===== src/rtl/reaction_timer_ctrl_pkg.sv =====
// Shared types and constants for the reaction-time game controller.
package reaction_pkg;

    localparam int              MS_W             = 13;
    localparam logic [MS_W-1:0] MS_MAX           = 13'h1FFF;
    localparam int              TICK_DIV_DEFAULT = 50000;

    typedef enum logic [1:0] {
        IDLE = 2'd0,
        WAIT = 2'd1,
        GO   = 2'd2,
        DONE = 2'd3
    } state_t;

    // Rising-edge detect from the current level and its registered copy.
    function automatic logic rising(input logic cur, input logic prev);
        return cur & ~prev;
    endfunction

endpackage


===== src/rtl/reaction_timer_ctrl_if.sv =====
// Button / delay / display bundle of the reaction-time controller.
// Optional BEST_SCORE_EN adds the best_ms signal.
interface reaction_timer_ctrl_if;
    import reaction_pkg::*;

    logic            start;
    logic            react;
    logic [MS_W-1:0] target_delay;
    logic            led_on;
    logic            busy;
    logic [MS_W-1:0] result_ms;
    logic            result_valid;
    logic            false_start;
    logic            timeout;
`ifdef BEST_SCORE_EN
    logic [MS_W-1:0] best_ms;
`endif

`ifdef BEST_SCORE_EN
    modport master (
        output start, react, target_delay,
        input  led_on, busy, result_ms, result_valid, false_start, timeout, best_ms
    );
    modport slave (
        input  start, react, target_delay,
        output led_on, busy, result_ms, result_valid, false_start, timeout, best_ms
    );
`else
    modport master (
        output start, react, target_delay,
        input  led_on, busy, result_ms, result_valid, false_start, timeout
    );
    modport slave (
        input  start, react, target_delay,
        output led_on, busy, result_ms, result_valid, false_start, timeout
    );
`endif

endinterface


===== src/rtl/equals13bit.sv =====
// 13-bit equality comparator.
module equals13bit (
    input  logic [12:0] a,
    input  logic [12:0] b,
    output logic        eq
);

    assign eq = (a == b);

endmodule


===== src/rtl/ms_prescaler.sv =====
// Divides clk down to a one-cycle millisecond tick; clr restarts the period.
module ms_prescaler #(
    parameter int TICK_DIV = 50000
) (
    input  logic clk,
    input  logic rst,
    input  logic clr,
    output logic tick
);

    localparam int            CW   = $clog2(TICK_DIV);
    localparam logic [CW-1:0] LAST = CW'(TICK_DIV - 1);

    logic [CW-1:0] pre;

    assign tick = (pre == LAST);

    // Count 0..TICK_DIV-1 and wrap; a clear makes the next tick a full period away.
    always_ff @(posedge clk or posedge rst) begin
        if (rst) begin
            pre <= '0;
        end else if (clr || tick) begin
            pre <= '0;
        end else begin
            pre <= pre + 1'b1;
        end
    end

endmodule


===== src/rtl/reaction_timer_ctrl.sv =====
// Reaction-time game round sequencer: random wait, GO LED, response
// measurement, false-start and timeout detection.
// Optional BEST_SCORE_EN keeps the lowest valid result in best_ms.
//
// state | meaning
// IDLE  | after reset, waiting for a start press
// WAIT  | counting the random delay, LED off
// GO    | LED on, measuring the response
// DONE  | result shown, waiting for the next start press
module reaction_timer_ctrl
    import reaction_pkg::*;
#(
    parameter int              TICK_DIV = TICK_DIV_DEFAULT,
    parameter logic [MS_W-1:0] MAX_MS   = MS_MAX
) (
    input  logic                 clk,
    input  logic                 rst,
    reaction_timer_ctrl_if.slave bus
);

    state_t          state;
    logic            start_q;
    logic            react_q;
    logic            start_armed;
    logic            react_armed;
    logic            start_e;
    logic            react_e;
    logic [MS_W-1:0] cnt;
    logic [MS_W-1:0] tgt_q;
    logic [MS_W-1:0] result_q;
    logic            led_q;
    logic            busy_q;
    logic            valid_q;
    logic            fs_q;
    logic            to_q;
    logic            tick;
    logic            eq;

    logic            go_start;
    logic            wait_fs;
    logic            wait_go;
    logic            go_react;
    logic            go_to;
    logic            state_chg;

    // A button held through reset release must be seen low once before it
    // can fire, so the edge detect is gated by an arm flag.
    assign start_e = rising(bus.start, start_q) & start_armed;
    assign react_e = rising(bus.react, react_q) & react_armed;

    // Edge-detect history and arm flags for both buttons.
    always_ff @(posedge clk or posedge rst) begin
        if (rst) begin
            start_q     <= 1'b0;
            react_q     <= 1'b0;
            start_armed <= 1'b0;
            react_armed <= 1'b0;
        end else begin
            start_q <= bus.start;
            react_q <= bus.react;
            if (!bus.start) start_armed <= 1'b1;
            if (!bus.react) react_armed <= 1'b1;
        end
    end

    ms_prescaler #(.TICK_DIV(TICK_DIV)) u_prescaler (
        .clk  (clk),
        .rst  (rst),
        .clr  (state_chg),
        .tick (tick)
    );

    equals13bit u_eq (
        .a  (cnt),
        .b  (tgt_q),
        .eq (eq)
    );

    // Transition conditions for the current state; react wins over eq and timeout.
    always_comb begin
        go_start = 1'b0;
        wait_fs  = 1'b0;
        wait_go  = 1'b0;
        go_react = 1'b0;
        go_to    = 1'b0;
        case (state)
            IDLE, DONE: go_start = start_e;
            WAIT: begin
                wait_fs = react_e;
                wait_go = ~react_e & eq;
            end
            GO: begin
                go_react = react_e;
                go_to    = ~react_e & (cnt == MAX_MS);
            end
            default: ;
        endcase
        state_chg = go_start | wait_fs | wait_go | go_react | go_to;
    end

    // Millisecond counter: restarts on entry to WAIT and GO, never wraps.
    always_ff @(posedge clk or posedge rst) begin
        if (rst) begin
            cnt <= '0;
        end else if (go_start || wait_go) begin
            cnt <= '0;
        end else if (tick && (state == WAIT) && (cnt != MS_MAX)) begin
            cnt <= cnt + 1'b1;
        end else if (tick && (state == GO) && (cnt != MAX_MS)) begin
            cnt <= cnt + 1'b1;
        end
    end

    // Round sequencer with registered display and status outputs.
    always_ff @(posedge clk or posedge rst) begin
        if (rst) begin
            state    <= IDLE;
            tgt_q    <= '0;
            result_q <= '0;
            led_q    <= 1'b0;
            busy_q   <= 1'b0;
            valid_q  <= 1'b0;
            fs_q     <= 1'b0;
            to_q     <= 1'b0;
        end else begin
            valid_q <= 1'b0;
            case (state)
                IDLE, DONE: begin
                    if (go_start) begin
                        state    <= WAIT;
                        tgt_q    <= bus.target_delay;
                        result_q <= '0;
                        fs_q     <= 1'b0;
                        to_q     <= 1'b0;
                        busy_q   <= 1'b1;
                        led_q    <= 1'b0;
                    end
                end
                WAIT: begin
                    if (wait_fs) begin
                        state    <= DONE;
                        fs_q     <= 1'b1;
                        result_q <= '0;
                        busy_q   <= 1'b0;
                        valid_q  <= 1'b1;
                    end else if (wait_go) begin
                        state <= GO;
                        led_q <= 1'b1;
                    end
                end
                GO: begin
                    if (go_react) begin
                        state    <= DONE;
                        result_q <= cnt;
                        led_q    <= 1'b0;
                        busy_q   <= 1'b0;
                        valid_q  <= 1'b1;
                    end else if (go_to) begin
                        state    <= DONE;
                        result_q <= MAX_MS;
                        to_q     <= 1'b1;
                        led_q    <= 1'b0;
                        busy_q   <= 1'b0;
                        valid_q  <= 1'b1;
                    end
                end
                default: state <= IDLE;
            endcase
        end
    end

    assign bus.led_on       = led_q;
    assign bus.busy         = busy_q;
    assign bus.result_ms    = result_q;
    assign bus.result_valid = valid_q;
    assign bus.false_start  = fs_q;
    assign bus.timeout      = to_q;

`ifdef BEST_SCORE_EN
    logic [MS_W-1:0] best_q;

    // Lowest genuine reaction so far; updates on the same edge as result_valid.
    always_ff @(posedge clk or posedge rst) begin
        if (rst) begin
            best_q <= MS_MAX;
        end else if (go_react && (cnt < best_q)) begin
            best_q <= cnt;
        end
    end

    assign bus.best_ms = best_q;
`endif

endmodule

===== src/flat_wrapper.sv =====
// flat-port wrapper written by rule: the top's interface ports become plain ports
module reaction_timer_ctrl_flat import reaction_pkg::*;
#(
    parameter int              TICK_DIV = TICK_DIV_DEFAULT,
    parameter logic [MS_W-1:0] MAX_MS   = MS_MAX
)
  (clk, rst, bus_start, bus_react, bus_target_delay, bus_led_on, bus_busy, bus_result_ms, bus_result_valid, bus_false_start, bus_timeout);
  reaction_timer_ctrl_if bus_i ();
  input  logic clk;
  input  logic rst;
  input wire logic [$bits(bus_i.start)-1:0] bus_start;
  input wire logic [$bits(bus_i.react)-1:0] bus_react;
  input wire logic [$bits(bus_i.target_delay)-1:0] bus_target_delay;
  output wire logic [$bits(bus_i.led_on)-1:0] bus_led_on;
  output wire logic [$bits(bus_i.busy)-1:0] bus_busy;
  output wire logic [$bits(bus_i.result_ms)-1:0] bus_result_ms;
  output wire logic [$bits(bus_i.result_valid)-1:0] bus_result_valid;
  output wire logic [$bits(bus_i.false_start)-1:0] bus_false_start;
  output wire logic [$bits(bus_i.timeout)-1:0] bus_timeout;
  assign bus_i.start = bus_start;
  assign bus_i.react = bus_react;
  assign bus_i.target_delay = bus_target_delay;
  assign bus_led_on = bus_i.led_on;
  assign bus_busy = bus_i.busy;
  assign bus_result_ms = bus_i.result_ms;
  assign bus_result_valid = bus_i.result_valid;
  assign bus_false_start = bus_i.false_start;
  assign bus_timeout = bus_i.timeout;
  reaction_timer_ctrl #(.TICK_DIV(TICK_DIV), .MAX_MS(MAX_MS)) u_core (.clk(clk), .rst(rst), .bus(bus_i));
endmodule

===== config.mk =====
export PLATFORM = sky130hd
export DESIGN_NAME = reaction_timer_ctrl_flat
export DESIGN_NICKNAME = d
export VERILOG_FILES = /design/src/rtl/reaction_timer_ctrl_pkg.sv /design/src/rtl/reaction_timer_ctrl_if.sv /design/src/rtl/equals13bit.sv /design/src/rtl/ms_prescaler.sv /design/src/rtl/reaction_timer_ctrl.sv /design/src/flat_wrapper.sv
export SDC_FILE = /design/constraint.sdc
export NUM_CORES = 1
export LEC_CHECK = 0
export CAP_MARGIN = 10
export CORE_MARGIN = 2
export CORE_UTILIZATION = 35
export CTS_CLUSTER_SIZE = 8
export DETAILED_ROUTE_END_ITERATION = 10
export SYNTH_ARGS = -nofsm -noshare
export SYNTH_HDL_FRONTEND = slang
export SYNTH_HIERARCHICAL = 1
export SYNTH_SLANG_ARGS = --single-unit
export TNS_END_PERCENT = 100

===== constraint.sdc =====
create_clock -name clk -period 3.1 [get_ports clk]
set_input_delay 0.62 -clock clk [delete_from_list [all_inputs] [get_ports clk]]
set_output_delay 0.62 -clock clk [all_outputs]
set_load 0.01 [all_outputs]

==> results of run 1 <==
logic make-up after synthesis:
family | after synthesis
simple gates | 127
compound gates | 74
flops | 66
buf+inv | 32
xor+xnor | 27
fa+ha+maj | 4
mux | 1
where the power goes:
| part | switching (mW) | internal [mW] |
|---|---|---|
| registers | 0.135 | 1.05 |
| logic | 0.542 | 0.491 |
| clock network | 0.333 | 0.476 |
final cells by class:
| class | count | area share |
|---|---|---|
| multi-input cells | 233 | 0.388 |
| clock inverters | 6 | 0.0219 |
| flip-flops and latches | 66 | 0.402 |
| inverters | 13 | 0.0119 |
| repair buffers | 45 | 0.103 |
| well taps | 133 | 0.0405 |
| clock buffers | 10 | 0.0335 |
registers in the layout (all words and copies together), names as in the netlist, 2 cells and up:
name	count
u_core/bus.result_ms	13
u_core/state	2
u_core/u_prescaler/pre	16
u_core/cnt	13
u_core/tgt_q	13
critical path: cells and delay by family, from the launching register on:
| kind | cells | cell delay (ps) |
|---|---|---|
| buffers and inverters | 1 | 230 |
| AO/OA/AOI/OAI | 1 | 200 |
| flip-flops | 1 | 490 |
| XOR/XNOR | 1 | 190 |
| AND/OR/NAND/NOR | 6 | 1370 |
per-stage QoR:
step,worst slack [ps],hold slack (ps),area [um^2],power (mW)
after global placement,514,472,3880,2.21
after detailed placement,523,480,3880,2.24
after CTS,491,499,4110,3.06
after floorplan,805,449,3420,1.93
after global routing,302,518,4110,3.23
final,487,499,4110,3.02
worst max-delay path by stage:
| stage | endpoint | slack, ps | from |
|---|---|---|---|
| 2_1_floorplan | u_core/cnt[8] | 800 | u_core/cnt[2] |
| 3_5_place_dp | u_core/u_prescaler/pre[6] | 520 | u_core/cnt[2] |
| 4_1_cts | u_core/u_prescaler/pre[15] | 490 | u_core/cnt[2] |
| 6_report | u_core/u_prescaler/pre[15] | 490 | u_core/cnt[2] |
| 3_3_place_gp | u_core/cnt[10] | 510 | u_core/cnt[2] |
| 5_1_grt | u_core/u_prescaler/pre[6] | 300 | u_core/cnt[2] |
placed cells by master (no fill, tap or decap), types with 4 or more instances in the layout:
cell type	n
nor4_1	5
clkbuf_8	10
dfrtp_1	66
xor2_1	8
nor2_1	13
or3_1	4
o31ai_1	7
nand4_1	6
a21oi_1	13
nand2_1	47
nor3_1	6
nand3_1	10
a2bb2oi_1	4
buf_4	11
o21ai_0	14
xnor2_1	19
o21ai_1	6
ha_1	4
nor2_2	10
inv_1	11
a2bb2oi_2	10
or4_1	6
clkdlybuf4s50_1	34
layer usage:
metal,vias up,GRT usage,wire (um)
met3,7,0.0237,210
met2,59,0.204,3110
li1,1265,-,-
met5,-,0,0
met1,1238,0.218,3740
met4,0,0.0587,78
==> metrics.md, run 1 <==
| Metric | Value |
|---|---|
| Adder-Cell Fraction of Synth Area | 0.0146 |
| DRT Pass-1 Iters | 4 |
| Die W | 103 um |
| Clk slew on worst S/H paths | 80 ps |
| Critical Path Max Stage Delay | 570 ps |
| CTS tree | yes |
| Largest family of logic cells by synthesized area | simple AND/OR/NAND/NOR gates |
| IO Count | 35 |
| First DRT Iteration DRCs | between 100 and 150 |
| Reg area | between 1500 and 2000 um^2 |
| Cell variety after synth | 53 |
| Fraction of layout cells with a size suffix above 1 | 0.164 |
| Sequential area share after synthesis | 0.483 |
| Reg2Reg Launch Point | u_core/cnt[2] |
| Port buffer count | 34 |
| Leakage | 1.68 nW |
| DR WL/cell | 14.1 um |
| Post-Synth XOR/XNOR Area | 0.0692 |
| Area of the multi-input gates | 1590 um^2 |
| Dominant cell by count in the synthesized netlist | dfrtp_1 |
| Min cycle time layout | 2610 ps |
| Yosys top cell area share | 0.483 |
| Die extent in y | ~100 um |
| Final setup fails | 0 |
| Vias in the first global route | 2356 |
| WHS Path Cells | 2 |
| Startpoint Class | register |
| R2r endpoint | u_core/u_prescaler/pre[15] |
| Hold path startpoint | u_core/tgt_q[4] |
| Achievable Freq | 383 MHz |
| Final worst-path cycle share | 0.843 |
| R2r setup slk | 490 ps |
| RSZ-0062 raised after global routing | false |
| Final Hold Fails | 0 |
| Ys Warns | 6 |
| Synth Area in Compound Gates | 0.169 |
| Tot GR Track Use | 0.144 |
| Largest net degree at the start of global routing | 22 |
| TritonCTS Sinks | 66 |
| Post-route ant nets | 0 |
| H-tree levels | 3 |
| Hold EP | u_core/tgt_q[4] |
| Post-Synth Simple-Gate Area | 0.209 |
| Core footprint | 9640 um^2 |
| Status | finished clean |
| Top cells by count, synth | 66 x dfrtp_1, 47 x nand2_1, 19 x xnor2_1 |
| Synth area leaders | dfrtp_1 48%, nand2_1 5.2%, xnor2_1 4.9% |
| Clock skew | around 12 ps |
| Synthesized net count | 352 |
| Post-DP HPWL | 5160 um |
| GR Overflow Total | 0 |
| Register-to-Register Path Depth | 9 |
| Util after Layout | 0.426 |
| Initial antenna violation count | 0 |
| CTS Hold Bufs | 0 |
| Crit path arrival time | 2830 ps |
| Placed Instances | between 400 and 500 |
| Most used DFF post-synth | dfrtp_1 |
| Worst min path class | reg2reg |
| Maximum fanout along the worst path | 15 |
| Synth Cell Area | between 3000 and 4000 um^2 |
| Post-synth EDFFs | 0 |
| Max VDD drop | approximately 0.27 mV |
| Share of async-settable or async-resettable flops after synthesis | 1.00 |
| Relative slew slack | 0.584 |
| Register bit count reported by yosys | 66 |
| Syn avg cell area | 10.3 um^2 |
| Syn Inst Count | 331 |
| Layout Nets | 389 |
| Setup TNS | 0 ps |
| Cell taking the most area after synthesis | dfrtp_1 |
| Post-synthesis mux area share | 0.00329 |
| Worst Path Required | around 3300 ps |
| Fill cell count | 971 |
| Final Slew Violations | 0 |
| Initial core utilization | 0.355 |
| Worst slew pin tran | 623 ps |
| Die ar. | 10600 um^2 |
| Residual DRC | 0 |
| Routed WL | 7140 um |
| CP Cell Sequence | xor2_1 -> nor4_1 -> nand4_1 -> nor4_2 -> a31oi_1 -> nand2_1 -> or2_1 -> buf_4 -> nor2_1 |
| Post-CTS sizing | 0 |
| Clk buf depth | 2 |
| Pwr dens | approximately 740 nW/um^2 |
| Row Count | 36 |
| Vias/cell | slightly above 5 |
| Clk_lat worst skew | 340 ps |
| Clock root cell | clkbuf_8 |
| First-pass GRT wire length | 11800 um |
| CTS buffer count | 9 |
| Via count | about 2600 |
| Finished Layout Cells | between 500 and 600 |
| CP Class | reg2reg |
| Final Wtd Congestion | 0.822 |
| Crit-path slowest cell | nor4_2 |
| Worst Setup End Kind | register |
| Maxcap violations | 0 |
| Post-CTS Setup Bufs | 0 |
| Synthesis-to-finish area growth | 20.2% |
| ANT cells | 0 |
(Power assumes the default switching activity.)
==> run 2, diff against run 1 <==
Clock period 3.1 ns to 2.28 ns, I/O delays scaled along.
==> run 2 against run 1 <==
  * Cell count up 5.7%
  * Sequential share of layout area down 2.7 points
  * Highest routed layer unchanged
  * Clock skew down 2.6 ps
  * Combinational power up 52%
  * Wire length up 6.1%
  * Sequential cell count unchanged
==> metrics.md, run 2 (synthesis results as in run 1) <==
| Metric | Value |
|---|---|
| Setup TNS | 0 ps (unchanged) |
| Vias in the first global route | 2544 (was 2356) |
| Synthesis-to-finish area growth | 28.8% (was 20.2%) |
| Leakage | 1.84 nW (was 1.68 nW) |
| Top Metal Used | met4 (unchanged) |
| Largest net degree at the start of global routing | 30 (was 22) |
| H-tree levels | 3 (unchanged) |
| Post-Route M1 WL | 3920 um (was 3740 um) |
| IO Count | 35 (unchanged) |
| GR Overflow Total | 0 (unchanged) |
| Status | finished clean (unchanged) |
| RSZ-0062 raised after global routing | false (unchanged) |
| Final Hold Fails | 0 (unchanged) |
| Post-route ant nets | 0 (unchanged) |
| Clock root cell | clkbuf_8 (unchanged) |
| Routed WL | 7570 um (was 7140 um) |
| Final Slew Violations | 0 (unchanged) |
| Row Count | 36 (unchanged) |
| Most frequent cells in the layout | 66 x dfrtp_1, 47 x nand2_1, 36 x buf_4 (was 66 x dfrtp_1, 47 x nand2_1, 34 x clkdlybuf4s50_1) |
| Worst min path class | in2async (was reg2reg) |
| Util after Layout | 0.457 (was 0.426) |
| Fraction of layout cells with a size suffix above 1 | 0.234 (was 0.164) |
| DR WL/cell | 14.2 um (was 14.1 um) |
| Worst Path Required | 2540 ps (was 3320 ps) |
| CP Class | reg2reg (unchanged) |
| Post-DP HPWL | 5570 um (was 5160 um) |
| Clock power share | 0.253 (was 0.267) |
| Largest Register | u_core/u_prescaler/pre (unchanged) |
| Final Wtd Congestion | 0.875 (was 0.822) |
| First-pass GRT wire length | 12800 um (was 11800 um) |
| Max VDD drop | 0.322 mV (was 0.274 mV) |
| Maxcap violations | 0 (unchanged) |
| Metal3 WL | 405 um (was 210 um) |
| Power share of the combinational group | 0.371 (was 0.342) |
| Layout Nets | 418 (was 389) |
| Worst slew pin tran | 615 ps (was 623 ps) |
| Internal power | 2.85 mW (was 2.01 mW) |
| Min cycle time layout | 2160 ps (was 2610 ps) |
| Core footprint | 9640 um^2 (unchanged) |
| Pwr dens | 963 nW/um^2 (was 735 nW/um^2) |
| Clock skew | 9.37 ps (was 12.0 ps) |
| Register share of total power | 0.377 (was 0.391) |
| Net Sw Power | 1.39 mW (was 1.01 mW) |
| Setup crit start | u_core/u_prescaler/pre[5] (was u_core/cnt[2]) |
| Port buffer count | 34 (unchanged) |
| Reg2Reg Launch Point | u_core/u_prescaler/pre[5] (was u_core/cnt[2]) |
| Achievable Freq | 463 MHz (was 383 MHz) |
| Crit path arrival time | 2420 ps (was 2830 ps) |
| Die W | 103 um (unchanged) |
| ANT cells | 0 (unchanged) |
| Die ar. | 10600 um^2 (unchanged) |
| Startpoint Class | register (unchanged) |
| Clk slew on worst S/H paths | 70 ps (was 80 ps) |
| Final setup fails | 0 (unchanged) |
| Initial core utilization | 0.355 (unchanged) |
| Max reg flops | 16 (unchanged) |
| Clk buf depth | 2 (unchanged) |
| Tot GR Track Use | 0.156 (was 0.144) |
| Vias/cell | 4.96 (was 5.08) |
| Commonest non-fill, non-tap cell in the layout | dfrtp_1 (unchanged) |
| Sw frac | 0.327 (was 0.334) |
| Via count | 2654 (was 2569) |
| DRT Pass-1 Iters | 4 (unchanged) |
| CTS tree | yes (unchanged) |
| Hold slack | 491 ps (was 499 ps) |
| Clk_lat worst skew | 340 ps (about the same) |
| First DRT Iteration DRCs | 187 (was 138) |
| Worst Setup End Kind | register (unchanged) |
| Die extent in y | 103 um (unchanged) |
| Residual DRC | 0 (unchanged) |
| Maximum fanout along the worst path | 4 (was 15) |
| Relative slew slack | 0.590 (was 0.584) |
| Finished Layout Cells | 535 (was 506) |
| Placed Instances | 516 (was 490) |
| TritonCTS Sinks | 66 (unchanged) |
| CTS buffer count | 9 (unchanged) |
| Final worst-path cycle share | 0.946 (was 0.843) |
| Initial antenna violation count | 0 (unchanged) |
| Met2 wire len | 3100 um (was 3110 um) |
-- run 2: path summary, 6_finish.rpt --
check	to	slack [ps]	cells past startpoint
max	u_core/cnt[6]	120	6
min	u_core/bus.result_ms[10]	490	2
max reg2reg	u_core/cnt[6]	120	6
min reg2reg	u_core/tgt_q[10]	500	2
max in group asynchronous	u_core/bus.result_ms[6]	1270	3
min in group clk	u_core/tgt_q[10]	500	2
-- run 2: timing repair --
action / CTS / global route
resized for setup: 0 / 12
setup buffers: 0 / 2
endpoints found under the setup margin: 0 / 24
hold buffers: 0 / 0
-- run 2: cell type report --
type	count	area (um^2)
sequential	66	1650
timing repair buffer	74	682
clock buffer	14	153
inverter	13	48.8
clock inverter	2	60.1
fill	948	5240
multi-input combinational	233	1640
tap	133	166
-- run 2: per-layer routing --
metal,vias up,track usage
met5,-,0
met4,0,0.0617
met3,11,0.0414
met2,74,0.209
met1,1242,0.237
li1,1327,-
-- run 2: power groups by stage --
stage / logic (mW) / registers [mW] / clock network (mW)
floorplan: 0.990 / 1.64 / 0
global placement: 1.52 / 1.62 / 0
detailed placement: 1.55 / 1.62 / 0
CTS: 1.55 / 1.60 / 1.11
global route: 1.73 / 1.63 / 1.16
finish: 1.57 / 1.60 / 1.07
-- run 2: critical path, cell delays in order (launching register included) --
cell	delay [ps]
dfrtp_1	440
nor4b_2	270
and4_4	280
o21ai_2	70
or3_1	330
or4_1	510
a21oi_2	170
-- run 2: metrics by stage --
stage / power, mW / cell area [um^2] / worst slack, ps
floorplan: 2.63 / 3420 / 38.0
global placement: 3.13 / 4120 / 54.4
detailed placement: 3.17 / 4120 / 12.5
CTS: 4.26 / 4330 / 2.99
global route: 4.53 / 4400 / 12.7
finish: 4.24 / 4400 / 122
